## config.mk

```make
export PLATFORM = sky130hd
export DESIGN_NAME = elastic_pipe
export DESIGN_NICKNAME = d
export VERILOG_FILES = /design/src/rtl/elastic_pipe.sv
export SDC_FILE = /design/constraint.sdc
export NUM_CORES = 1
export LEC_CHECK = 0
export ABC_AREA = 1
export ABC_CLOCK_PERIOD_IN_PS = 3600
export CAP_MARGIN = 40
export CORE_UTILIZATION = 35
export DETAILED_ROUTE_END_ITERATION = 8
export MAX_ROUTING_LAYER = met4
export SLEW_MARGIN = 10
export SYNTH_ARGS = -nofsm -noshare
export SYNTH_HDL_FRONTEND = slang
export SYNTH_SLANG_ARGS = --single-unit
```

## constraint.sdc

```tcl
create_clock -name clk -period 3.6 [get_ports clk]
set_input_delay 0.72 -clock clk [delete_from_list [all_inputs] [get_ports clk]]
set_output_delay 0.72 -clock clk [all_outputs]
set_load 0.03 [all_outputs]
```

## src/rtl/elastic_pipe.sv

```systemverilog
// elastic_pipe: WIDTH-bit, DEPTH-stage valid/ready pipeline built from two-entry skid slices.
// Optional synchronous flush input is enabled by defining ELASTIC_PIPE_FLUSH_EN.
module elastic_pipe #(
  parameter  int WIDTH = 8,
  parameter  int DEPTH = 2,
  localparam int CW    = $clog2(2*DEPTH+1)
) (
  input  logic             clk,
  input  logic             rst,
  input  logic             in_valid,
  output logic             in_ready,
  input  logic [WIDTH-1:0] in_data,
  output logic             out_valid,
  input  logic             out_ready,
  output logic [WIDTH-1:0] out_data,
`ifdef ELASTIC_PIPE_FLUSH_EN
  input  logic             flush,
`endif
  output logic [CW-1:0]    occupancy
);

  generate
    if (DEPTH < 1) begin : g_bad_depth
      $error("elastic_pipe: DEPTH must be at least 1");
    end
  endgenerate

  // Chain index i is the input side of slice i; index DEPTH is the pipe output.
  logic [DEPTH:0]   vld_chain_s;
  logic [DEPTH:0]   rdy_chain_s;
  logic [WIDTH-1:0] dat_chain_s [DEPTH+1];
  logic             flush_s;
  logic             in_hs_s;
  logic             out_hs_s;
  logic [CW-1:0]    occ_nxt_s;
  logic [CW-1:0]    occ_r;

`ifdef ELASTIC_PIPE_FLUSH_EN
  assign flush_s = flush;
`else
  assign flush_s = 1'b0;
`endif

  assign vld_chain_s[0]     = in_valid;
  assign dat_chain_s[0]     = in_data;
  assign rdy_chain_s[DEPTH] = out_ready;

  genvar gi;
  generate
    for (gi = 0; gi < DEPTH; gi++) begin : g_slice
      logic             m_v_r;
      logic [WIDTH-1:0] m_d_r;
      logic             s_v_r;
      logic [WIDTH-1:0] s_d_r;
      logic             acc_s;
      logic             main_free_s;

      // Accept only while the skid is empty; main is free when empty or draining.
      always_comb begin
        acc_s       = vld_chain_s[gi] & ~s_v_r;
        main_free_s = ~m_v_r | rdy_chain_s[gi+1];
      end

      // Slice state: refill main from skid first, then from upstream; park in skid otherwise.
      always_ff @(posedge clk or posedge rst) begin
        if (rst) begin
          m_v_r <= 1'b0;
          m_d_r <= '0;
          s_v_r <= 1'b0;
          s_d_r <= '0;
        end else if (flush_s) begin
          m_v_r <= 1'b0;
          s_v_r <= 1'b0;
        end else if (main_free_s) begin
          if (s_v_r) begin
            m_v_r <= 1'b1;
            m_d_r <= s_d_r;
            s_v_r <= 1'b0;
          end else if (acc_s) begin
            m_v_r <= 1'b1;
            m_d_r <= dat_chain_s[gi];
          end else begin
            m_v_r <= 1'b0;
          end
        end else if (acc_s) begin
          s_v_r <= 1'b1;
          s_d_r <= dat_chain_s[gi];
        end else begin
          s_v_r <= s_v_r;
        end
      end

      assign rdy_chain_s[gi]   = ~s_v_r;
      assign vld_chain_s[gi+1] = m_v_r;
      assign dat_chain_s[gi+1] = m_d_r;
    end
  endgenerate

  assign in_ready  = rdy_chain_s[0];
  assign out_valid = vld_chain_s[DEPTH];
  assign out_data  = dat_chain_s[DEPTH];

  // Occupancy next-state: simultaneous in/out handshakes cancel out.
  always_comb begin
    in_hs_s  = in_valid & rdy_chain_s[0];
    out_hs_s = vld_chain_s[DEPTH] & out_ready;
    if (flush_s) begin
      occ_nxt_s = '0;
    end else if (in_hs_s && !out_hs_s) begin
      occ_nxt_s = occ_r + CW'(1);
    end else if (!in_hs_s && out_hs_s) begin
      occ_nxt_s = occ_r - CW'(1);
    end else begin
      occ_nxt_s = occ_r;
    end
  end

  // Occupancy register.
  always_ff @(posedge clk or posedge rst) begin
    if (rst) begin
      occ_r <= '0;
    end else begin
      occ_r <= occ_nxt_s;
    end
  end

  assign occupancy = occ_r;

endmodule
```

==> flow_summary_export.csv, run 1 <==
group,metric,value,unit
logic_synthesis,synth_top_family_by_area,"simple AND/OR/NAND/NOR gates",
clocking,post-cts-setup-buffers,0,
global_route,use_met1,18.3,%
logic_synthesis,syn_area,1860,sq um
cells_and_area,final_area,2270,sq um
global_route,grtUsageTotal,14.1,%
place,numPortBuffers,24,
clocking,hold_buffers,0,
logic_synthesis,synth_cell_types,20,
setup_path,crit_arrival,1.74,ns
power_and_ir_drop,power.internal,1.05,mW
global_route,grt_pass1_wl,5690,um
place,place_area,2140,sq um
power_and_ir_drop,pwr-share-seq,42.3,%
setup_path,critical_path_class,"reg2out",
setup_path,worst_setup_path_start_kind,"flop",
global_route,grt_overflow,0,
setup_path,cp.required,2.88,ns
logic_synthesis,seq_area_frac_synth,52.6,%
cells_and_area,antennaDiodeCount,0,
logic_synthesis,synth-simple-area-share,23.5,%
power_and_ir_drop,ir_drop,0.344,mV
detailed_routing,routed_wl,3150,um
logic_synthesis,yosys.area.top_type_share,52.6,%
floorplanning,coreArea,5110,sq um
floorplanning,die_w,74.8,um
clocking,clk_pin_slew,0.07,ns
clocking,cts.sinks,39,
cells_and_area,layout-drive-gt1-share,15.8,%
cells_and_area,multiInputGateArea,723,sq um
sta,clock_skew,0.00639,ns
detailed_routing,num_vias,1311,
clocking,clockBufferDepth,2,
detailed_routing,drt_iter0_drc,92,
place,place_ws,1.12,ns
logic_synthesis,syn-instance-count,214,
sta,post-route-period-util,68.3,%
setup_path,worst-path-max-fanout,20,
floorplanning,rows,26,
cells_and_area,fillerInstances,532,
logic_synthesis,synthAdderAreaFrac,1.75,%
power_and_ir_drop,p_leak,1.13,nW
logic_synthesis,ys_ff_latch,39,
detailed_routing,firstDrtPassIters,6,
sta,max_slew.worst_pin.slew,0.821,ns
cells_and_area,final_util,44.5,%
power_and_ir_drop,p_sw_share,33.2,%
detailed_routing,drcViolationCount,0,
logic_synthesis,muxShareOfSynthArea,0,%
cells_and_area,nets,254,
clocking,cts_max_level,2,
logic_synthesis,synth.avg_cell_area,8.67,sq um
clocking,cts-root-buf,"clkbuf_8",
clocking,numCtsBuffers,5,
global_route,grt_antenna_before_repair,0,
sta,min_period,2.46,ns
place,dp_hpwl,2210,um
detailed_routing,vias_per_cell,4.22,
floorplanning,dieArea,5600,sq um
job,drv_cap,0,
sta,drv_slew,0,
sta,finalHoldViolations,0,
sta,hold_ws,0.470,ns
detailed_routing,wire_per_inst,10.1,um
sta,rsz0062_at_grt,"no",
sta,maxSlewHeadroom,45.2,%
power_and_ir_drop,clkPwrFrac,26.9,%
logic_synthesis,yosys_warnings,0,
clocking,ctsResizeCount,0,
floorplanning,die_h,74.8,um
clocking,clock_latency,0.28,ns
clocking,cts_tree,"yes",
floorplanning,io_pins,25,
global_route,grt_max_degree,21,
global_route,grt.busiest_layer,"met2",
setup_path,crit_path_end_kind,"output port",
power_and_ir_drop,combPwrFrac,30.8,%
outcome,status,"completed",
sta,setup_violations,0,
logic_synthesis,synth_compound_area_share,13.2,%
sta,fin_setup_tns,0,ns
sta,max_clock_freq,406,MHz
power_and_ir_drop,netSwitchingPower,0.521,mW
floorplanning,start_util,36.3,%
worst_hold_path,hp-class,"reg2reg",
logic_synthesis,synth-xor-area-share,0.472,%
logic_synthesis,ys_top_cells_by_area,"dfrtp_1, nand2_1, o21ai_2, inv_1, o21ai_0",
global_route,grt_pass1_vias,1243,
place,place.gp.congestion,0.730,
cells_and_area,areaGrowthSynthToFinish,22.5,%
cells_and_area,ff_latch_area,976,sq um
global_route,met3_usage,4.02,%
detailed_routing,ant_nets,0,
logic_synthesis,yosysTopAreaCell,"dfrtp_1",
sta,setup_ws,1.14,ns
logic_synthesis,syn-num-nets,228,
power_and_ir_drop,powerDensity,691,nW/um^2
global_route,gr-usage-met2,21.2,%
[synthesized netlist by cell type, drive strengths merged]
cell type and count:
o21ai 34, dfrtp 39, nand4 1, ha 1
inv 28, fa 1, nor2 8, nand2 94
nand3 1, xnor2 1, buf 6
[per-stage QoR]
step / power [mW] / cells
2_1_floorplan: 1.00 / 214
3_3_place_gp: 1.15 / 303
3_5_place_dp: 1.16 / 303
4_1_cts: 1.59 / 311
5_1_grt: 1.69 / 311
6_report: 1.57 / 311
[state kept, by name, summed over array words and instances, names as in the netlist]
register / flops
g_slice.m_d_r: 8
g_slice.m_v_r: 1
g_slice.s_d_r: 16
g_slice.s_v_r: 2
occupancy: 3
out_data: 8
out_valid: 1
[final cells by class]
type                       instances  share of cell area [%]
tap                               70                    3.85
multi-input combinational        141                    31.8
clock buffer                       6                    3.19
clock inverter                     2                    2.64
inverter                          28                    4.63
timing repair buffer              25                    10.9
sequential                        39                    43.0
[power groups by stage]
stage          sequential, mW  clock [mW]  combinational (mW)
5_1_grt                 0.687       0.454               0.544
3_5_place_dp            0.673           0               0.490
6_report                0.664       0.423               0.484
4_1_cts                 0.665       0.436               0.491
3_3_place_gp            0.666           0               0.481
2_1_floorplan           0.740           0               0.263
[cell usage in the layout, fill, tap and decap left out, types with 2 or more instances in the layout]
cell type | netlist | layout
nand2_1 | 89 | 89
dfrtp_1 | 39 | 39
inv_1 | 25 | 25
clkdlybuf4s50_1 | 0 | 24
o21ai_2 | 17 | 17
o21ai_0 | 16 | 16
clkbuf_8 | 0 | 5
nor2_1 | 4 | 4
nand2_2 | 4 | 4
nor2_4 | 3 | 3
inv_2 | 3 | 3
bufinv_16 | 0 | 2
[path summary, 6_finish.rpt]
kind	startpoint	slack (ns)	cells past startpoint	endpoint
worst min register to register	out_data[3]	0.47	2	out_data[3]
worst max-delay path	g_slice[0].s_v_r	1.14	2	in_ready
worst max register to register	g_slice[0].s_v_r	1.76	8	occupancy[2]
min in group asynchronous	rst	0.89	2	out_data[7]
worst min-delay path	out_data[3]	0.47	2	out_data[3]
max in group asynchronous	rst	1.94	3	g_slice[0].m_d_r[2]
[metal layers]
layer / part of all wire, % / routed length (um) / vias to the layer above
met5: 0 / 0 / -
met4: 0.70 / 22 / 0
met3: 3.6 / 113 / 2
met2: 46 / 1450 / 26
met1: 49 / 1550 / 569
li1: - / - / 714
[worst max-delay path, stage by stage (launching register included)]
cell	delay [ns]
dfrtp_1	0.76
inv_1	0.09
clkdlybuf4s50_1	0.61
[cell families after synthesis]
group,count (synthesis)
and+or+nand+nor,104
DFF,39
AOI/OAI and AO/OA,34
buffers and inverters,34
adders and majority gates,2
xor gates and xnor gates,1
(Power assumes the default switching activity.)
==> run 2, diff against run 1 <==
ABC_CLOCK_PERIOD_IN_PS = 2300   (was 3600)
clock period = 2.3 ns   (was 3.6 ns; I/O delays follow)
==> run 2 against run 1 <==
Routed wire length decreased by 5.9%. Core utilization decreased by 0.34 points. Critical path depth unchanged. Power increased by 46%. Sequential share of layout area increased by 0.33 points. Non-clock buffer count increased by 2. Clock skew decreased by 0.0042 ns. Global-route usage decreased by 0.56 points. Clock power increased by 18%. Die area unchanged.
==> flow_summary_export.csv, run 2 (synthesis gave the netlist of run 1 again) <==
group,metric,value,unit
outcome,status,"completed",
clocking,post-cts-setup-buffers,0,
clocking,clock_latency,0.28,ns
sta,finalHoldViolations,0,
detailed_routing,num_vias,1333,
cells_and_area,areaGrowthSynthToFinish,21.5,%
detailed_routing,drcViolationCount,0,
setup_path,crit_start,"g_slice[0].s_v_r",
clocking,cts_tree,"yes",
place,dp_hpwl,2090,um
clocking,cts-root-buf,"clkbuf_8",
sta,min_period,1.92,ns
sta,max_slew.worst_pin.slew,0.583,ns
detailed_routing,firstDrtPassIters,4,
detailed_routing,wire_per_inst,9.45,um
sta,post-route-period-util,83.3,%
detailed_routing,ant_nets,0,
setup_path,crit_path_end_kind,"output port",
floorplanning,die_w,74.8,um
setup_path,worst_setup_path_start_kind,"flop",
clocking,numCtsBuffers,5,
worst_hold_path,hold_start,"out_data[7]",
sta,fin_setup_tns,0,ns
setup_path,crit_arrival,1.46,ns
detailed_routing,vias_per_cell,4.26,
clocking,clk_pin_slew,0.07,ns
setup_path,worst-path-max-fanout,3,
clocking,cts_max_level,2,
place,place.gp.congestion,0.793,
global_route,grt_max_degree,40,
power_and_ir_drop,ir_drop,0.340,mV
cells_and_area,final_common_cell,"nand2_1",
clocking,cts.sinks,39,
sta,clock_skew,0.00221,ns
cells_and_area,largest_reg_flops,16,
detailed_routing,routed_wl,2960,um
sta,rsz0062_at_grt,"no",
floorplanning,dieArea,5600,sq um
clocking,clockBufferDepth,2,
floorplanning,die_h,74.8,um
global_route,grt_antenna_before_repair,0,
detailed_routing,drt_iter0_drc,85,
worst_hold_path,hp-class,"reg2reg",
place,numPortBuffers,24,
cells_and_area,top_register,"g_slice.s_d_r",
global_route,grt_pass1_vias,1261,
floorplanning,coreArea,5110,sq um
power_and_ir_drop,p_leak,1.13,nW
global_route,grt_overflow,0,
cells_and_area,layout-drive-gt1-share,16.5,%
power_and_ir_drop,powerDensity,1020,nW/um^2
floorplanning,start_util,36.3,%
setup_path,r2r-start,"g_slice[0].s_v_r",
clocking,ctsResizeCount,0,
cells_and_area,nets,256,
setup_path,critical_path_class,"reg2out",
sta,drv_slew,0,
cells_and_area,antennaDiodeCount,0,
sta,setup_violations,0,
job,drv_cap,0,
sta,maxSlewHeadroom,61.1,%
global_route,grt_pass1_wl,5490,um
floorplanning,rows,26,
setup_path,cp.required,1.84,ns
cells_and_area,final_cell_mix,"nand2_1, dfrtp_1, inv_1",
floorplanning,io_pins,25,
global_route,grtUsageTotal,13.6,%
clocking,hold_buffers,0,
sta,hold_ws,0.472,ns
sta,max_clock_freq,522,MHz
-- run 2: layer usage --
layer,GRT usage (%),vias to the layer above,part of all wire (%)
met2,20.2,27,44
li1,-,719,-
met5,-,-,0
met3,4.42,4,4.9
met1,17.3,583,50
met4,5.03,0,1.3
-- run 2: power by group --
group	total (mW)	internal (mW)	switching [mW]
logic	0.768	0.323	0.445
clock network	0.499	0.274	0.226
registers	1.02	0.892	0.133
-- run 2: critical path: stages, from the launching register on --
cell and delay, ns:
dfrtp_1 0.44, inv_1 0.08, clkdlybuf4s50_1 0.66
-- run 2: stage by stage --
stage | util, % | total power [mW] | worst slack [ns] | instance area, sq um | instances
5_1_grt | 44.1 | 2.48 | 0.310 | 2250 | 313
2_1_floorplan | - | 1.57 | 0.739 | 1860 | 214
3_5_place_dp | 42.2 | 1.82 | 0.167 | 2150 | 305
3_3_place_gp | 42.2 | 1.80 | 0.194 | 2150 | 305
6_report | 44.1 | 2.29 | 0.384 | 2250 | 313
4_1_cts | 44.1 | 2.33 | 0.368 | 2250 | 313
-- run 2: final cells by class --
class / instances / area [sq um]
timing repair buffer: 27 / 263
multi-input combinational: 141 / 723
clock buffer: 8 / 100
sequential: 39 / 976
tap: 70 / 87.6
inverter: 28 / 105
fill: 516 / 2850
-- run 2: path summary, 6_finish.rpt --
kind / endpoint / slack (ns) / depth (start not counted)
hold reg to reg: out_data[7] / 0.47 / 2
setup / recovery: in_ready / 0.38 / 2
setup reg to reg: occupancy[2] / 0.71 / 8
hold / removal: out_data[7] / 0.47 / 2
min in group asynchronous: g_slice[0].m_v_r / 0.58 / 3
max in group asynchronous: g_slice[0].s_d_r[4] / 1.36 / 3
==> run 3, diff against run 2 <==
ABC_CLOCK_PERIOD_IN_PS = 1900   (was 2300)
clock period = 1.9 ns   (was 2.3 ns; I/O delays follow)
==> run 3 against run 2 <==
Global-route usage down 0.10 points. Critical path depth unchanged. Core utilization unchanged. Via count down 2.3%. Final area unchanged. Final cell count up 0.64%. Register-to-register slack worse by 0.37 ns. Count of clock-buffer cells in the layout down 2. Critical path type unchanged. Largest power group unchanged. Highest routed layer unchanged.
==> flow_summary_export.csv, run 3 (synthesis gave the netlist of run 1 again) <==
group,metric,value,unit
detailed_routing,num_vias,1303,
clocking,clockBufferDepth,2,
floorplanning,dieArea,5600,sq um
setup_path,crit_arrival,1.46,ns
setup_path,worst_setup_path_start_kind,"flop",
cells_and_area,top_register,"g_slice.s_d_r",
floorplanning,start_util,36.3,%
setup_path,r2r-start,"g_slice[0].s_v_r",
global_route,grt_pass1_vias,1247,
setup_path,cp.required,1.52,ns
sta,post-route-period-util,96.6,%
cells_and_area,final_util,44.1,%
cells_and_area,nets,258,
clocking,cts.sinks,39,
sta,clock_skew,0.00498,ns
power_and_ir_drop,p_leak,1.13,nW
power_and_ir_drop,ir_drop,0.425,mV
setup_path,crit_start,"g_slice[0].s_v_r",
setup_path,crit_path_end_kind,"output port",
detailed_routing,drcViolationCount,0,
detailed_routing,drt_iter0_drc,104,
setup_path,rr_worst_depth,8,
place,numPortBuffers,24,
clocking,ctsResizeCount,0,
clocking,hold_buffers,0,
global_route,grtUsageTotal,13.5,%
cells_and_area,final_common_cell,"nand2_1",
outcome,status,"completed",
cells_and_area,final_cell_mix,"nand2_1, dfrtp_1, inv_1",
detailed_routing,firstDrtPassIters,4,
clocking,post-cts-setup-buffers,0,
floorplanning,io_pins,25,
sta,rsz0062_at_grt,"no",
cells_and_area,antennaDiodeCount,0,
cells_and_area,areaGrowthSynthToFinish,21.5,%
setup_path,worst-path-max-fanout,3,
worst_hold_path,hp-class,"reg2reg",
floorplanning,die_w,74.8,um
place,dp_hpwl,2090,um
power_and_ir_drop,finalPower,2.72,mW
global_route,grt_antenna_before_repair,0,
clocking,cts_tree,"yes",
floorplanning,die_h,74.8,um
setup_path,critical_path_class,"reg2out",
sta,max_slew.worst_pin.slew,0.573,ns
detailed_routing,vias_per_cell,4.14,
clocking,numCtsBuffers,5,
setup_path,r2r_end,"occupancy[2]",
sta,max_clock_freq,545,MHz
global_route,grt_pass1_wl,5480,um
global_route,grt_max_degree,40,
global_route,grt_overflow,0,
floorplanning,coreArea,5110,sq um
sta,finalHoldViolations,0,
detailed_routing,ant_nets,0,
sta,fin_setup_tns,0,ns
clocking,cts_max_level,2,
detailed_routing,wire_per_inst,9.47,um
sta,drv_slew,0,
clocking,clk_pin_slew,0.07,ns
clocking,clock_latency,0.29,ns
cells_and_area,layout-drive-gt1-share,17.1,%
floorplanning,rows,26,
setup_path,endpoint,"in_ready",
sta,min_period,1.84,ns
job,drv_cap,0,
cells_and_area,largest_reg_flops,16,
place,place.gp.congestion,0.770,
sta,setup_violations,0,
detailed_routing,routed_wl,2980,um
clocking,cts-root-buf,"clkbuf_8",
sta,maxSlewHeadroom,61.8,%
power_and_ir_drop,powerDensity,1210,nW/um^2
setup_path,r2r_slack,0.34,ns
==> run 3: cell count changes in the layout (fill, tap and decap cells not counted) <==
cell / change
clkinvlp_4: +1
buf_4: +2
clkbuf_8: -2
clkinv_2: +1
==> run 3: metrics by stage <==
stage	instances	setup slack (ns)	cell area [sq um]	hold WS (ns)
6_report	315	0.0646	2250	0.470
5_1_grt	315	0.0155	2250	0.494
4_1_cts	315	0.0428	2250	0.478
3_5_place_dp	307	-0.116	2170	0.459
3_3_place_gp	307	-0.0739	2170	0.456
2_1_floorplan	214	0.372	1860	0.449
==> run 3: area by class of cell <==
type | instances | area (sq um)
repair buffers | 29 | 278
clock inverters | 2 | 12.5
clock buffers | 6 | 72.6
well taps | 70 | 87.6
flip-flops and latches | 39 | 976
inverters | 28 | 105
fillers | 537 | 2850
multi-input cells | 141 | 723
==> run 3: where the power goes <==
group | leakage [nW] | total [mW] | internal (mW) | switching [mW]
Clock | 0.0412 | 0.543 | 0.256 | 0.286
Sequential | 0.486 | 1.24 | 1.08 | 0.163
Combinational | 0.601 | 0.934 | 0.395 | 0.539
==> run 3: worst min path at each step <==
stage,slack [ns],from,depth (start not counted),to
2_1_floorplan,0.45,g_slice[0].m_d_r[0],2,g_slice[0].m_d_r[0]
3_3_place_gp,0.46,out_data[3],2,out_data[3]
3_5_place_dp,0.46,out_data[7],2,out_data[7]
4_1_cts,0.48,out_data[7],2,out_data[7]
5_1_grt,0.49,out_data[4],2,out_data[4]
6_report,0.47,out_data[4],2,out_data[4]
==> run 3: critical path, stage by stage, from the launching register on <==
cell and delay, ns:
dfrtp_1 0.42, inv_1 0.08, clkdlybuf4s50_1 0.67
==> run 3: metal layers <==
| metal | up-vias | global-route usage (%) | part of all wire [%] |
|---|---|---|---|
| met5 | - | - | 0 |
| met4 | 0 | 7.55 | 2.5 |
| met3 | 7 | 3.35 | 4.0 |
| met2 | 27 | 19.1 | 42 |
| met1 | 552 | 17.6 | 51 |
| li1 | 717 | - | - |
